<file path="src/rtl/xbus_timer_pkg.sv">
// Shared register map, CTRL field positions and byte-enable merge helper for xbus_timer.
package xbus_timer_pkg;

    typedef enum logic [2:0] {
        REG_MTIME_LO = 3'd0,
        REG_MTIME_HI = 3'd1,
        REG_CMP_LO   = 3'd2,
        REG_CMP_HI   = 3'd3,
        REG_CTRL     = 3'd4,
        REG_STATUS   = 3'd5,
        REG_WDOG     = 3'd6,
        REG_RSVD     = 3'd7
    } timer_reg_e;

    localparam int CTRL_EN_BIT       = 0;
    localparam int CTRL_IRQ_EN_BIT   = 1;
    localparam int CTRL_RELOAD_BIT   = 2;
    localparam int CTRL_PRESCALE_LSB = 8;
    localparam int STATUS_PEND_BIT   = 0;

    function automatic logic [31:0] apply_be(input logic [31:0] old_v,
                                             input logic [31:0] new_v,
                                             input logic [3:0]  be);
        logic [31:0] res;
        for (int i = 0; i < 4; i++) begin
            res[i*8 +: 8] = be[i] ? new_v[i*8 +: 8] : old_v[i*8 +: 8];
        end
        return res;
    endfunction

endpackage

</file>
<file path="src/rtl/xbus_timer_if.sv">
// xbus slave-side signal bundle; the core/decoder side uses master, each slave uses slave.
interface xbus_timer_if;
    logic        xbus_cs;
    logic        xbus_we;
    logic [3:0]  xbus_be;
    logic [31:0] xbus_addr;
    logic [31:0] xbus_wdata;
    logic [31:0] xbus_rdata;

    modport master (output xbus_cs, xbus_we, xbus_be, xbus_addr, xbus_wdata,
                    input  xbus_rdata);
    modport slave  (input  xbus_cs, xbus_we, xbus_be, xbus_addr, xbus_wdata,
                    output xbus_rdata);
endinterface

</file>
<file path="src/rtl/xbus_timer_prescaler.sv">
// Prescaler for the machine timer: counts 0..prescale while enabled and ticks on the last count.
module xbus_timer_prescaler #(
    parameter int PRESCALE_W = 8
) (
    input  logic                  clk,
    input  logic                  rst_n,
    input  logic                  i_en,
    input  logic [PRESCALE_W-1:0] i_prescale,
    output logic                  o_tick
);

    logic [PRESCALE_W-1:0] r_pre_cnt;

    assign o_tick = i_en && (r_pre_cnt == i_prescale);

    // NOTE: flops use non-blocking (<=) so every register samples pre-edge values.
    always_ff @(posedge clk or negedge rst_n) begin
        if (!rst_n) begin
            r_pre_cnt <= '0;
        end else if (!i_en || o_tick) begin
            r_pre_cnt <= '0;
        end else begin
            r_pre_cnt <= r_pre_cnt + PRESCALE_W'(1);
        end
    end

endmodule

</file>
<file path="src/rtl/xbus_timer.sv">
// Machine timer xbus slave: 64-bit mtime/compare, sticky match, registered irq, tear-free reads.
// Optional watchdog enabled by defining XBUS_TIMER_WDOG_EN.
module xbus_timer
    import xbus_timer_pkg::*;
#(
    parameter int PRESCALE_W = 8,
    parameter int WDOG_W     = 16
) (
    input  logic          clk,
    input  logic          rst,
    xbus_timer_if.slave   bus,
    output logic          irq,
    output logic          wdog_rst
);

    logic [63:0]           r_mtime;
    logic [63:0]           r_cmp;
    logic [31:0]           r_hi_shadow;
    logic                  r_en;
    logic                  r_irq_en;
    logic                  r_reload;
    logic [PRESCALE_W-1:0] r_prescale;
    logic                  r_pend;
    logic                  r_irq;

    logic                  w_wr;
    logic                  w_rd;
    timer_reg_e            w_reg;
    logic                  w_wr_lo;
    logic                  w_wr_hi;
    logic                  w_w1c;
    logic                  w_tick;
    logic                  w_match;
    logic [31:0]           w_ctrl_rd;
    logic [31:0]           w_ctrl_wr;
    logic [31:0]           w_wdog_rd;
    logic                  w_unused_bits;

    assign w_wr    = bus.xbus_cs &&  bus.xbus_we;
    assign w_rd    = bus.xbus_cs && !bus.xbus_we;
    assign w_reg   = timer_reg_e'(bus.xbus_addr[4:2]);
    assign w_wr_lo = w_wr && (w_reg == REG_MTIME_LO);
    assign w_wr_hi = w_wr && (w_reg == REG_MTIME_HI);
    assign w_w1c   = w_wr && (w_reg == REG_STATUS)
                     && bus.xbus_be[STATUS_PEND_BIT/8] && bus.xbus_wdata[STATUS_PEND_BIT];
    assign w_match = r_en && (r_mtime >= r_cmp);

    assign w_unused_bits = ^{bus.xbus_addr[31:5], bus.xbus_addr[1:0],
                             w_ctrl_wr[31:CTRL_PRESCALE_LSB+PRESCALE_W], w_ctrl_wr[7:3]};

    xbus_timer_prescaler #(.PRESCALE_W(PRESCALE_W)) u_prescaler (
        .clk        (clk),
        .rst_n      (rst),
        .i_en       (r_en),
        .i_prescale (r_prescale),
        .o_tick     (w_tick)
    );

    always_comb begin
        w_ctrl_rd                                    = '0;
        w_ctrl_rd[CTRL_EN_BIT]                       = r_en;
        w_ctrl_rd[CTRL_IRQ_EN_BIT]                   = r_irq_en;
        w_ctrl_rd[CTRL_RELOAD_BIT]                   = r_reload;
        w_ctrl_rd[CTRL_PRESCALE_LSB +: PRESCALE_W]   = r_prescale;
    end

    assign w_ctrl_wr = apply_be(w_ctrl_rd, bus.xbus_wdata, bus.xbus_be);

    // A bus write to either mtime half suppresses that cycle's increment.
    always_ff @(posedge clk or negedge rst) begin
        if (!rst) begin
            r_mtime <= '0;
        end else if (w_wr_lo || w_wr_hi) begin
            if (w_wr_lo) r_mtime[31:0]  <= apply_be(r_mtime[31:0],  bus.xbus_wdata, bus.xbus_be);
            if (w_wr_hi) r_mtime[63:32] <= apply_be(r_mtime[63:32], bus.xbus_wdata, bus.xbus_be);
        end else if (w_tick) begin
            r_mtime <= (r_reload && (r_mtime == r_cmp)) ? '0 : r_mtime + 64'd1;
        end
    end

    always_ff @(posedge clk or negedge rst) begin
        if (!rst) begin
            r_cmp       <= '1;
            r_hi_shadow <= '0;
            r_en        <= 1'b0;
            r_irq_en    <= 1'b0;
            r_reload    <= 1'b0;
            r_prescale  <= '0;
            r_pend      <= 1'b0;
            r_irq       <= 1'b0;
        end else begin
            if (w_wr && (w_reg == REG_CMP_LO))
                r_cmp[31:0]  <= apply_be(r_cmp[31:0],  bus.xbus_wdata, bus.xbus_be);
            if (w_wr && (w_reg == REG_CMP_HI))
                r_cmp[63:32] <= apply_be(r_cmp[63:32], bus.xbus_wdata, bus.xbus_be);
            if (w_wr && (w_reg == REG_CTRL)) begin
                r_en       <= w_ctrl_wr[CTRL_EN_BIT];
                r_irq_en   <= w_ctrl_wr[CTRL_IRQ_EN_BIT];
                r_reload   <= w_ctrl_wr[CTRL_RELOAD_BIT];
                r_prescale <= w_ctrl_wr[CTRL_PRESCALE_LSB +: PRESCALE_W];
            end
            if (w_rd && (w_reg == REG_MTIME_LO))
                r_hi_shadow <= r_mtime[63:32];
            r_pend <= w_match || (r_pend && !w_w1c);
            r_irq  <= r_pend && r_irq_en;
        end
    end

    assign irq = r_irq;

`ifdef XBUS_TIMER_WDOG_EN
    logic [WDOG_W-1:0] r_wdog_cnt;
    logic              r_wdog_rst;
    logic              w_wr_wdog;

    assign w_wr_wdog = w_wr && (w_reg == REG_WDOG);

    always_ff @(posedge clk or negedge rst) begin
        if (!rst) begin
            r_wdog_cnt <= '0;
            r_wdog_rst <= 1'b0;
        end else if (w_wr_wdog) begin
            r_wdog_cnt <= bus.xbus_wdata[WDOG_W-1:0];
            r_wdog_rst <= 1'b0;
        end else if (r_wdog_cnt != '0) begin
            r_wdog_cnt <= r_wdog_cnt - WDOG_W'(1);
            r_wdog_rst <= (r_wdog_cnt == WDOG_W'(1));
        end else begin
            r_wdog_rst <= 1'b0;
        end
    end

    assign w_wdog_rd = 32'(r_wdog_cnt);
    assign wdog_rst  = r_wdog_rst;
`else
    logic [WDOG_W-1:0] w_wdog_unused;

    assign w_wdog_unused = '0;
    assign w_wdog_rd     = '0;
    assign wdog_rst      = 1'b0;
`endif

    // NOTE: default assigned first so no path leaves rdata unassigned (no latch).
    always_comb begin
        bus.xbus_rdata = '0;
        if (w_rd) begin
            case (w_reg)
                REG_MTIME_LO: bus.xbus_rdata = r_mtime[31:0];
                REG_MTIME_HI: bus.xbus_rdata = r_hi_shadow;
                REG_CMP_LO:   bus.xbus_rdata = r_cmp[31:0];
                REG_CMP_HI:   bus.xbus_rdata = r_cmp[63:32];
                REG_CTRL:     bus.xbus_rdata = w_ctrl_rd;
                REG_STATUS:   bus.xbus_rdata = {31'd0, r_pend};
                REG_WDOG:     bus.xbus_rdata = w_wdog_rd;
                REG_RSVD:     bus.xbus_rdata = '0;
                default:      bus.xbus_rdata = '0;
            endcase
        end
    end

endmodule
</file>
<file path="src/flat_wrapper.sv">
// flat-port wrapper written by rule: the top's interface ports become plain ports
module xbus_timer_flat import xbus_timer_pkg::*;
#(
    parameter int PRESCALE_W = 8,
    parameter int WDOG_W     = 16
)
  (clk, rst, irq, wdog_rst, bus_xbus_cs, bus_xbus_we, bus_xbus_be, bus_xbus_addr, bus_xbus_wdata, bus_xbus_rdata);
  xbus_timer_if bus_i ();
  input  logic clk;
  input  logic rst;
  output logic irq;
  output logic wdog_rst;
  input wire logic [$bits(bus_i.xbus_cs)-1:0] bus_xbus_cs;
  input wire logic [$bits(bus_i.xbus_we)-1:0] bus_xbus_we;
  input wire logic [$bits(bus_i.xbus_be)-1:0] bus_xbus_be;
  input wire logic [$bits(bus_i.xbus_addr)-1:0] bus_xbus_addr;
  input wire logic [$bits(bus_i.xbus_wdata)-1:0] bus_xbus_wdata;
  output wire logic [$bits(bus_i.xbus_rdata)-1:0] bus_xbus_rdata;
  assign bus_i.xbus_cs = bus_xbus_cs;
  assign bus_i.xbus_we = bus_xbus_we;
  assign bus_i.xbus_be = bus_xbus_be;
  assign bus_i.xbus_addr = bus_xbus_addr;
  assign bus_i.xbus_wdata = bus_xbus_wdata;
  assign bus_xbus_rdata = bus_i.xbus_rdata;
  xbus_timer #(.PRESCALE_W(PRESCALE_W), .WDOG_W(WDOG_W)) u_core (.clk(clk), .rst(rst), .bus(bus_i), .irq(irq), .wdog_rst(wdog_rst));
endmodule
</file>
<file path="config.mk">
export PLATFORM = sky130hd
export DESIGN_NAME = xbus_timer_flat
export DESIGN_NICKNAME = d
export VERILOG_FILES = /design/src/rtl/xbus_timer_pkg.sv /design/src/rtl/xbus_timer_if.sv /design/src/rtl/xbus_timer_prescaler.sv /design/src/rtl/xbus_timer.sv /design/src/flat_wrapper.sv
export SDC_FILE = /design/constraint.sdc
export NUM_CORES = 1
export LEC_CHECK = 0
export ABC_AREA = 1
export CAP_MARGIN = 20
export CORE_MARGIN = 1
export CORE_UTILIZATION = 30
export DETAILED_ROUTE_END_ITERATION = 10
export PLACE_DENSITY = 0.47
export SYNTH_ARGS = -nofsm -noshare
export SYNTH_HDL_FRONTEND = slang
export SYNTH_SLANG_ARGS = --single-unit
export TNS_END_PERCENT = 10
</file>
<file path="constraint.sdc">
create_clock -name clk -period 2.7 [get_ports clk]
set_clock_uncertainty 0.1 [all_clocks]
set_input_delay 0.405 -clock clk [delete_from_list [all_inputs] [get_ports clk]]
set_output_delay 0.405 -clock clk [all_outputs]
set_load 0.01 [all_outputs]
</file>
==> results.cfg, run 1 <==
[clock_tree]
clk_pin_slew_ps = 70
clk_latency_ps = 510
clock_sinks = 181
root_buffer = clkbuf_16
cts_buffers = 17
cts_tree = built
cts_max_path_buffers = 2
ctsHtreeMaxLevel = 4

[worst_setup_path]
startpoint_type = input port
r2r_start = u_core.r_cmp[57]$_DFFE_PN1P_
worstPathArrival_ps = 2160
crit_chain = clkdlybuf4s50_1 -> inv_2 -> nand3_1 -> inv_1 -> buf_12 -> a221oi_2 -> a21oi_1 -> dlygate4sd2_1
worstPathMaxFanout = 21
critPathBufInv = 5
cp_slowest_cell = clkdlybuf4s50_1
ff2ff_path_depth = 14
r2r-end = u_core.r_mtime[26]$_DFFE_PN0P_
cp_top_family = buffers and inverters
path_class = in2out
ff2ff_setup_slack_ps = 190
max_stage_delay_ps = 500
cp-end-kind = output port
required_ps = 2190

[place]
dp_hpwl_um = 39300
dp_slack_ps = -350
placed_area_um2 = 15000
place_congestion = 0.987
port-buffer-count = 75

[timing]
fmax_ghz = 0.375
hold_viol = 0
rsz0062_at_grt = yes
period_share = 0.988
worstMarginPinSlew_ps = 584
drv_slew = 0
slew_headroom = 0.607
worst_slack_ps = 33.4
finalSetupViolCount = 0
min_period_ps = 2670
tns_ps = 0

[route]
drt_iter0_drc = 904
postRouteWirelength_um = 49900
drc_errors = 2
avgRoutedWirePerCell_um = 19.8
antenna_left = 0
drt_pass1_iterations = 10
vias_per_cell = 5.00
vias = 12600

[logic_synthesis]
seq_area_frac_synth = 0.366
synth.distinct_cells = 44
yosysTopAreaCellShare = 0.233
synth.avg_cell_area_um2 = 7.00
postSynthCellCount = 1798
synth_area_leader_cell = dfrtp_1
synth.area.top_cells = dfrtp_1, nand2_1, dfstp_2
ys_ff_latch = 181
synth_fp_nets = 1936
synth-main-ff-cell = dfrtp_1
yosysMostFrequentCell = nand2_1
synth-edff-count = 0
yosysWarnings = 0
netlist_area_um2 = 12600
async_flop_share = 1.00
synth_top_cells_by_count = nand2_1, nor2_1, inv_1

[final_layout]
seq_area_um2 = 4610
multi_input_area_um2 = 6980
stdcell_area_um2 = 15600
fin_nets = 2111
area_growth_pct = 23.6
drive_gt1_frac = 0.156
num-fill-cells = 4477
antenna_cells = 0

[power]
fin_total_pwr_mw = 13.0
p_per_area_nw_per_um2 = 835
worst_ir_drop_vdd_uv = 467
p_leak_nw = 7.16

[global_routing]
grt_max_degree = 56
antenna_found_initial = 0
grt_pass1_wl_um = 77400
grt_remaining_overflow = 0
gr-usage-all-layers = 0.248
grt_pass1_vias = 12600

[status]
violations = design-rule violations
status = finished, violations left

[floorplan]
rows = 74
die_w_um = 207
ios = 106
start_util = 0.306
core_area_um2 = 41100
die-area_um2 = 42800
die_height_um = 207

[flow_run]
max_cap_viol_count = 0

[hold_path]
hold_class = in2async
-- routing by layer --
layer  vias to the layer above  wire (µm)  GRT usage
met2                       318      22300      0.388
met4                         0       1020     0.0782
met5                         -          0          0
met3                        56       2100     0.0319
li1                       6209          -          -
met1                      6012      24400      0.352
-- layout by cell type, fill, tap and decap left out, types with 47 or more instances in the layout --
cell,count
ha_1,66
nand3_1,47
o21ai_0,136
a21oi_1,160
dfstp_2,64
nand2_1,461
inv_1,209
dfrtp_1,117
buf_4,118
nor2_1,254
-- registers in the layout, indices dropped and copies added (netlist names) --
signal	count
u_core.r_pend	1
u_core.r_mtime	64
u_core.r_reload	1
u_core.r_prescale	8
u_core.r_hi_shadow	32
u_core.r_en	1
u_core.r_irq_en	1
u_core.u_prescaler.r_pre_cnt	8
u_core.r_cmp	64
u_core.irq	1
-- cell families (layout without fill, tap and decap cells) --
kind of cell / count (synthesis) / count (layout) / share of synthesized area
flops: 181 / 181 / 0.366
mux: 12 / 12 / 0.0107
simple gates: 864 / 864 / 0.288
xor+xnor: 42 / 42 / 0.0292
buf+inv: 271 / 459 / 0.0850
fa+ha+maj: 66 / 66 / 0.0656
compound gates: 361 / 361 / 0.155
other cells: 1 / 1 / 0.000298
-- how the worst max path moves through the flow --
| stage | start | end | cells after the start |
|---|---|---|---|
| 2_1_floorplan | u_core.r_cmp[47]$_DFFE_PN1P_ | u_core.r_mtime[26]$_DFFE_PN0P_ | 15 |
| 3_3_place_gp | bus_xbus_addr[3] | bus_xbus_rdata[20] | 8 |
| 3_5_place_dp | bus_xbus_addr[3] | bus_xbus_rdata[3] | 7 |
| 4_1_cts | bus_xbus_addr[2] | bus_xbus_rdata[12] | 8 |
| 5_1_grt | bus_xbus_addr[4] | bus_xbus_rdata[31] | 8 |
| 6_report | bus_xbus_addr[4] | bus_xbus_rdata[1] | 8 |
-- metrics by stage --
step                 util  cells  hold WS [ps]
floorplan               -   1798          9.41
global placement    0.364   2485           309
detailed placement  0.364   2485           307
CTS                 0.378   2518           316
global route        0.379   2518           356
finish              0.379   2518           336
-- area by class of cell --
type	instances	area share
repair buffers	211	0.123
clock buffers	22	0.0311
inverters	216	0.0521
multi-input cells	1346	0.449
clock inverters	10	0.00643
well taps	532	0.0428
flip-flops and latches	181	0.296
-- report_power, final --
group | total [mW] | internal, mW | switching [mW]
combinational | 5.83 | 2.24 | 3.59
sequential | 4.60 | 3.69 | 0.907
clock | 2.58 | 1.37 | 1.21
total | 13.0 | 7.30 | 5.71
-- repair_timing --
action | CTS | global route
buffers inserted | 0 | 0
hold buffers | 1 | 0
hold endpoints to repair | 28 | 0
gates resized for setup | 41 | 43
pin swaps | 1 | 5
endpoints found under the setup margin | 65 | 71
Note: power is estimated with default switching activity, not from simulation.
==> run 2, diff against run 1 <==
Settings changed: PLACE_DENSITY 0.47 to unset, PLACE_DENSITY_LB_ADDON set to 0.1, SLEW_MARGIN set to 20.
==> results.cfg, run 2 (synthesis results as in run 1) <==
[status]
status = finished, violations left
violations = design-rule violations

[final_layout]
final_cells = 2518
area_growth_pct = 24.7
largest_registers = u_core.r_cmp (64), u_core.r_mtime (64), u_core.r_hi_shadow (32)
final_core_util = 0.382
seq_area_um2 = 4610
stdcell_area_um2 = 15700
fin_nets = 2111
antenna_cells = 0
final_cell_mix = nand2_1, nor2_1, inv_1
layout_commonest_cell = nand2_1
multi_input_area_um2 = 6970
num-fill-cells = 4453
drive_gt1_frac = 0.153

[route]
avgRoutedWirePerCell_um = 20.0
vias_per_cell = 5.01
drt_pass1_iterations = 10
drt_iter0_drc = 974
vias = 12600
drc_errors = 2
antenna_left = 0
postRouteWirelength_um = 50400

[clock_tree]
root_buffer = clkbuf_16
cts_buffers = 17
cts_max_path_buffers = 2
clk_latency_ps = 480
ctsHtreeMaxLevel = 4
cts_tree = built
clk_pin_slew_ps = 60
clock_sinks = 181

[timing]
period_share = 0.969
hold_viol = 0
min_period_ps = 2620
finalSetupViolCount = 0
slew_headroom = 0.568
worstMarginPinSlew_ps = 648
tns_ps = 0
worst_slack_ps = 83.9
fmax_ghz = 0.382
drv_slew = 0
rsz0062_at_grt = yes

[global_routing]
gr-usage-all-layers = 0.246
met2_usage = 0.379
use_met3 = 0.0377
grt_max_degree = 63
grt_remaining_overflow = 0
top_usage_layer = met2
grt_pass1_wl_um = 76800
antenna_found_initial = 0
grt_pass1_vias = 12300
use_met1 = 0.348

[worst_setup_path]
worstPathMaxFanout = 20
cp-end-kind = output port
startpoint_type = input port
ff2ff_setup_slack_ps = 120
path_class = in2out
required_ps = 2190
worstPathArrival_ps = 2110

[power]
clockPowerShare = 0.203
internal-power_mw = 7.49
comb_power_share = 0.454
seqPwrFrac = 0.343
p_leak_nw = 7.23
swShare = 0.434
p_per_area_nw_per_um2 = 842
worst_ir_drop_vdd_uv = 382
p_sw_mw = 5.73

[floorplan]
rows = 74
core_area_um2 = 41100
die_height_um = 207
die_w_um = 207
start_util = 0.306
ios = 106
die-area_um2 = 42800

[place]
dp_slack_ps = -288
port-buffer-count = 75
placedCellCount = 2484
place_congestion = 0.987
dp_hpwl_um = 40100
placed_area_um2 = 15000

[flow_run]
max_cap_viol_count = 0

[hold_path]
hold_class = in2async
[run 2: cell types whose count changed in the layout (fill, tap and decap cells not counted), moves of 4 or more]
cell           delta
clkinv_4          -6
clkbuf_2          -7
clkinvlp_4        +4
dlygate4sd2_1    +11
buf_12            +8
buf_4             -7
[run 2: cell type report]
class,instances,share of cell area
Clock buffer,22,0.0316
Clock inverter,10,0.00749
Inverter,216,0.0519
Multi-Input combinational cell,1346,0.444
Sequential cell,181,0.294
Tap cell,532,0.0424
Timing Repair Buffer,211,0.129
[run 2: power by group through the flow]
stage	clock, mW	sequential (mW)	combinational (mW)
after detailed placement	0	4.56	5.94
after CTS	2.76	4.52	5.96
final	2.69	4.53	6.00
after global routing	2.85	4.64	6.80
after floorplan	0	4.47	3.48
after global placement	0	4.56	5.89
[run 2: routing by layer]
| layer | wire, µm | vias up |
|---|---|---|
| met2 | 22200 | 321 |
| met1 | 24400 | 6029 |
| met5 | 0 | - |
| met3 | 2320 | 60 |
| li1 | - | 6210 |
| met4 | 1470 | 0 |
[run 2: critical path, stage by stage]
cell,delay [ps]
clkdlybuf4s50_1,500
inv_2,80
nand3_1,120
inv_1,80
buf_12,170
nand2_1,70
o21ai_0,80
a221oi_1,210
a21oi_1,110
dlygate4sd2_1,290
[run 2: path summary, 6_finish.rpt]
| check | end | cells past startpoint | startpoint |
|---|---|---|---|
| max in group asynchronous | u_core.r_cmp[49]$_DFFE_PN1P_ | 3 | rst |
| setup reg to reg | u_core.r_mtime[42]$_DFFE_PN0P_ | 14 | u_core.r_cmp[51]$_DFFE_PN1P_ |
| hold reg to reg | u_core.r_hi_shadow[29]$_DFFE_PN0P_ | 2 | u_core.r_hi_shadow[29]$_DFFE_PN0P_ |
| min in group clk | u_core.r_hi_shadow[29]$_DFFE_PN0P_ | 2 | u_core.r_hi_shadow[29]$_DFFE_PN0P_ |
| hold / removal | u_core.r_hi_shadow[6]$_DFFE_PN0P_ | 2 | rst |
| setup / recovery | bus_xbus_rdata[0] | 10 | bus_xbus_addr[4] |
[run 2: through the flow]
stage          hold slack (ps)  total power [mW]
5_1_grt                    399              14.3
3_5_place_dp               357              10.5
4_1_cts                    378              13.2
6_report                   386              13.2
3_3_place_gp               357              10.5
2_1_floorplan             9.41              7.95
[run 2: timing repair]
item,in CTS,in global routing
setup buffers,0,1
pin swaps,1,2
endpoints found under the hold margin,37,0
setup endpoints to repair,32,63
gates resized for setup,36,27
hold buffers,1,0
